--- config.mk ---
export PLATFORM = sky130hd
export DESIGN_NAME = rf_write_arbiter
export DESIGN_NICKNAME = d
export VERILOG_FILES = /design/src/rtl/cpu_types_pkg.sv /design/src/rtl/rf_scoreboard.sv /design/src/rtl/rf_write_arbiter.sv
export SDC_FILE = /design/constraint.sdc
export NUM_CORES = 1
export LEC_CHECK = 0
export ABC_AREA = 1
export CORE_ASPECT_RATIO = 1.5
export CORE_MARGIN = 3
export CORE_UTILIZATION = 30
export DETAILED_ROUTE_END_ITERATION = 6
export PLACE_DENSITY = 0.73
export SYNTH_ARGS = -nofsm -noshare
export SYNTH_HDL_FRONTEND = slang
export SYNTH_HIERARCHICAL = 1
export SYNTH_SLANG_ARGS = --single-unit
--- constraint.sdc ---
create_clock -name CLK -period 1.3 [get_ports CLK]
set_input_delay 0.325 -clock CLK [delete_from_list [all_inputs] [get_ports CLK]]
set_output_delay 0.325 -clock CLK [all_outputs]
set_load 0.005 [all_outputs]
--- src/rtl/cpu_types_pkg.sv ---
// Shared CPU datapath types: register-file word, register selector and the
// write-port arbiter state.
package cpu_types_pkg;

  typedef logic [31:0] word_t;
  typedef logic [4:0]  regbits_t;

  typedef enum logic {
    ARB_A     = 1'b0,
    ARB_FORCE = 1'b1
  } arb_state_t;

  localparam int STARVE_CNT_W = 4;

endpackage

--- src/rtl/rf_scoreboard.sv ---
// Pending-write scoreboard: one flag per register with an outstanding B write.
// Register 0 is never tracked; a set and clear on the same bit resolve to set.
module rf_scoreboard
  import cpu_types_pkg::*;
(
  input  logic       CLK,
  input  logic       nRST,
  input  logic       set_en,
  input  logic [4:0] set_sel,
  input  logic       clr_en,
  input  logic [4:0] clr_sel,
  output logic [31:0] busy
);

  word_t busy_reg;
  word_t busy_next;

  assign busy_next[0] = 1'b0;

  generate
    for (genvar gi = 1; gi < 32; gi++) begin : g_bit
      logic set_hit;
      logic clr_hit;
      assign set_hit = set_en && (set_sel == regbits_t'(gi));
      assign clr_hit = clr_en && (clr_sel == regbits_t'(gi));
      assign busy_next[gi] = set_hit | (busy_reg[gi] & ~clr_hit);
    end
  endgenerate

  always_ff @(posedge CLK, negedge nRST) begin
    if (!nRST) begin
      busy_reg <= '0;
    end else begin
      busy_reg <= busy_next;
    end
  end

  assign busy = busy_reg;

endmodule

--- src/rtl/rf_write_arbiter.sv ---
// Arbitrates the single register-file write port between pipeline writeback (A)
// and a long-latency unit (B). Optional scoreboard under RF_WARB_SCOREBOARD_EN.
module rf_write_arbiter
  import cpu_types_pkg::*;
#(
  parameter int STARVE_LIMIT = 4
) (
  input  logic        CLK,
  input  logic        nRST,
  input  logic        a_valid,
  output logic        a_ready,
  input  logic [4:0]  a_wsel,
  input  logic [31:0] a_wdat,
  input  logic        b_valid,
  output logic        b_ready,
  input  logic [4:0]  b_wsel,
  input  logic [31:0] b_wdat,
  input  logic        b_issue,
  input  logic [4:0]  b_issue_sel,
  output logic        rf_WEN,
  output logic [4:0]  rf_wsel,
  output logic [31:0] rf_wdat,
  output logic [31:0] busy
);

  localparam logic [STARVE_CNT_W-1:0] LIMIT = STARVE_CNT_W'(STARVE_LIMIT);

  arb_state_t                state_reg;
  logic [STARVE_CNT_W-1:0]   starve_reg;
  logic [STARVE_CNT_W-1:0]   starve_next;
  logic                      force_next;
  logic                      collision;
  logic                      a_fire;
  logic                      b_fire;
  logic                      rf_wen_reg;
  regbits_t                  rf_wsel_reg;
  word_t                     rf_wdat_reg;

  // Same nonzero destination: A is younger, so B can retire silently alongside it.
  always_comb begin
    collision = a_valid && b_valid && (a_wsel == b_wsel) && (a_wsel != 5'd0);
    a_ready   = (state_reg == ARB_A);
    b_ready   = (state_reg == ARB_FORCE) || !a_valid || collision;
    a_fire    = a_valid && a_ready;
    b_fire    = b_valid && b_ready;
  end

  always_comb begin
    starve_next = starve_reg;
    if (!b_valid || b_fire) begin
      starve_next = '0;
    end else if (starve_reg < LIMIT) begin
      starve_next = starve_reg + 1'b1;
    end
    force_next = (state_reg == ARB_A) && b_valid && !b_fire && (starve_next == LIMIT);
  end

  always_ff @(posedge CLK, negedge nRST) begin
    if (!nRST) begin
      state_reg   <= ARB_A;
      starve_reg  <= '0;
      rf_wen_reg  <= 1'b0;
      rf_wsel_reg <= '0;
      rf_wdat_reg <= '0;
    end else begin
      starve_reg <= starve_next;
      state_reg  <= force_next ? ARB_FORCE : ARB_A;
      // A wins the port whenever it fires; on a collision B's data is discarded.
      if (a_fire) begin
        rf_wen_reg  <= (a_wsel != 5'd0);
        rf_wsel_reg <= a_wsel;
        rf_wdat_reg <= a_wdat;
      end else if (b_fire) begin
        rf_wen_reg  <= (b_wsel != 5'd0);
        rf_wsel_reg <= b_wsel;
        rf_wdat_reg <= b_wdat;
      end else begin
        rf_wen_reg  <= 1'b0;
      end
    end
  end

  assign rf_WEN  = rf_wen_reg;
  assign rf_wsel = rf_wsel_reg;
  assign rf_wdat = rf_wdat_reg;

`ifdef RF_WARB_SCOREBOARD_EN
  rf_scoreboard u_scoreboard (
    .CLK     (CLK),
    .nRST    (nRST),
    .set_en  (b_issue && (b_issue_sel != 5'd0)),
    .set_sel (b_issue_sel),
    .clr_en  (b_fire),
    .clr_sel (b_wsel),
    .busy    (busy)
  );
`else
  logic unused_issue;
  assign unused_issue = ^{b_issue, b_issue_sel};
  assign busy = '0;
`endif

endmodule
==> metrics.md <==
| Metric | Value |
|---|---|
| Outcome | finished with violations |
| Failing checks | negative setup slack |
| Final worst slack | -0.06354 ns |
| Crit-path max FO | 3 |
| Die width | about 77 microns |
| Die area | 8564 sq um |
| Clock Tree Root | clkbuf_8 |
| Vias in the first global route | between 2000 and 2500 |
| Sequential share of the synthesized area | 0.4802 |
| Synth Cell Area | around 2200 sq um |
| Via density | about 4.4 |
| Arrival time worst endpoint | 1.04 ns |
| Routed Antenna Nets | 0 |
| WP data required | 0.98 ns |
| Register bit count reported by yosys | 43 |
| GP Congestion | between 0.8 and 0.9 |
| RSZ-0062 raised after global routing | true |
| Final instance area | ~4500 sq um |
| GR Util All Layers | 0.1586 |
| Post-synth cell types | 21 |
| Cell area power density | just under 800 nW/um^2 |
| Max reg flops | 32 |
| Share of layout cells above drive strength 1 | 0.3965 |
| Final setup violating endpoints | 15 |
| Multi-input logic area | 1390 sq um |
| Reg2reg start | state_reg |
| Most common cell after layout, fill and taps aside | nand2_1 |
| Crit path max-delay cell type | nor2_2 |
| Min-Delay Path Depth | 3 |
| CP delay by family, top | simple AND/OR/NAND/NOR gates |
| DR pass1 iterations | 4 |
| First-pass GRT wire length | about 11000 microns |
| Worst-path cell chain | clkbuf_2 > inv_2 > nand2_1 > nand2_1 > nand2_2 > nor2_2 > nand2_2 > nand2_2 > buf_6 |
| Core ar. | around 7200 sq um |
| Vias | approximately 2400 |
| Max-Cap Viols | 0 |
| Congestion Overflow GR | 0 |
| WS Path Type | in2out |
| Worst Hold End | rf_WEN |
| Mean routed wirelength per cell | 14.37 microns |
| Slew Limit Fails | 0 |
| Cell count after synthesis | between 200 and 300 |
| Synth-to-Final Area Change | 100.9% |
| Largest net degree at the start of global routing | 44 |
| Overall power | 3.582 mW |
| F_max | about 730 MHz |
| Port Buf Inserts | 117 |
| Reg2reg end | rf_wdat[29] |
| Nets@finish | about 540 |
| TritonCTS Buffers | 5 |
| Rows | 38 |
| Initial Util | 0.3101 |
| Number of antenna diodes | 0 |
| Period utilisation layout | 1.049 |
| Peak supply drop | approximately 0.00055 V |
| Synth warn | 6 |
| CTS tree | built |
| Max Root-Sink Buffers | 2 |
| Leak | approximately 2.4 nW |
| H-Tree Depth | 2 |
| WL final | around 8000 microns |
| CTS sink cnt | 43 |
| Number of fill cells | 619 |
| FF/Latch Area | about 1100 sq um |
| Syn avg cell area | around 7.9 sq um |
| Residual DRC | 0 |
| Setup tns final | -0.2593 ns |
| Reg2reg path depth | 9 |
| Boundary Pins | between 150 and 200 |
| Worst Hold Class | in2reg |
| Initial antenna violation count | 0 |
| Final Hold Viols | 0 |
| Max incr delay on CP | roughly 0.12 ns |
| Placed cell areas | between 3000 and 4000 sq um |
| Die height | 111.9 microns |
| CP bufs+invs | 3 |
| Most frequent cells in the layout | nand2_1 (76), clkdlybuf4s50_1 (64), buf_4 (48), dfrtp_1 (43), nand2_4 (35) |
| Final HPWL DP | between 4000 and 5000 microns |
| Crit. End Element | primary output |
| Worst-case clock skew | between 0.0015 and 0.002 ns |
| Min Clock Period, post-route | 1.364 ns |
| Clock-pin transition on the worst setup and hold timing paths | approximately 0.08 ns |
| Crit start category | input port |
| Critical path's most frequent cell | nand2_2 |
| Clk Latency, worst-skew pair | 0.29 ns |
| First element of the critical path | a_wsel[2] |
| HP Start | b_wsel[3] |
| Initial DRC count | 61 |
| Flop-to-flop setup slack | -0.03 ns |
==> cells by family (layout without fill, tap and decap cells) <==
logic type / count (synthesis) / count (layout) / share of synthesized area
XOR/XNOR: 1 / 1 / 0.003909
AO/OA/AOI/OAI: 9 / 9 / 0.02848
adder cells (fa/ha/maj): 1 / 1 / 0.005583
buffers and inverters: 59 / 204 / 0.1664
AND/OR/NAND/NOR: 168 / 168 / 0.3093
multiplexers: 1 / 1 / 0.004467
flip-flops: 43 / 43 / 0.4802
other: 1 / 32 / 0.001673
==> area by class of cell <==
class / instances / share of cell area
timing repair inverter: 1 / 0.002501
multi-input combinational: 212 / 0.3088
clock buffer: 8 / 0.02223
timing repair buffer: 177 / 0.3802
sequential: 43 / 0.2390
inverter: 18 / 0.01946
tap: 100 / 0.02779
==> worst register-to-register path, cell delays in order (launching register included) <==
cell	delay [ns]
dfrtp_1	0.38
inv_2	0.07
nand2_4	0.06
inv_4	0.06
buf_6	0.09
or2_4	0.18
clkinv_8	0.09
clkbuf_16	0.18
nand2_4	0.06
nand3_2	0.06
==> cells in the mapped netlist <==
cell,count,share of area
inv_2,2,0.0034
buf_2,3,0.0067
o221ai_1,5,0.020
buf_4,32,0.11
nand3_1,36,0.080
or2_4,1,0.0039
a21oi_1,2,0.0045
nand2_1,120,0.20
conb_1,1,0.0017
nand2_4,1,0.0050
xnor2_1,1,0.0039
buf_6,3,0.015
ha_1,1,0.0056
dfrtp_1,43,0.48
nand4_1,2,0.0056
inv_1,15,0.025
mux2i_1,1,0.0045
o21ai_0,2,0.0045
nor2_1,8,0.013
clkbuf_1,3,0.0050
clkinv_4,1,0.0039
==> worst max-delay path by stage <==
stage / to / slack, ns / cells after the start
3_3_place_gp: b_ready / -0.93 / 8
2_1_floorplan: b_ready / 0.01 / 5
6_report: b_ready / -0.06 / 9
4_1_cts: b_ready / -0.20 / 9
3_5_place_dp: b_ready / -0.93 / 8
5_1_grt: b_ready / -0.15 / 10
==> metrics by stage <==
step | worst slack (ns) | cells | utilization | hold WS (ns)
2_1_floorplan | 0.01004 | 314 | - | 0.02941
3_3_place_gp | -0.9309 | 506 | 0.4851 | 0.3204
3_5_place_dp | -0.9344 | 506 | 0.4851 | 0.3208
4_1_cts | -0.1974 | 538 | 0.5225 | 0.4199
5_1_grt | -0.1508 | 559 | 0.6229 | 0.3396
6_report | -0.06354 | 559 | 0.6229 | 0.3496
==> routing by layer <==
layer,GRT usage,wire length (microns)
met5,0,0
met4,0.05200,88
met3,0.03074,400
met2,0.2989,4580
met1,0.1763,2962
==> power breakdown <==
part           total (mW)  switching (mW)  internal, mW
clock network       0.940           0.455         0.486
registers            1.55           0.100          1.45
logic                1.09           0.463         0.628
==> repair_timing <==
action	CTS	global route
pin swaps	7	16
hold buffers	1	0
resized for setup	86	183
endpoints found under the hold margin	8	0
setup endpoints to repair	78	53
buffers inserted	23	19
gates cloned	1	4
No activity file was read; power rests on OpenSTA's default activity.
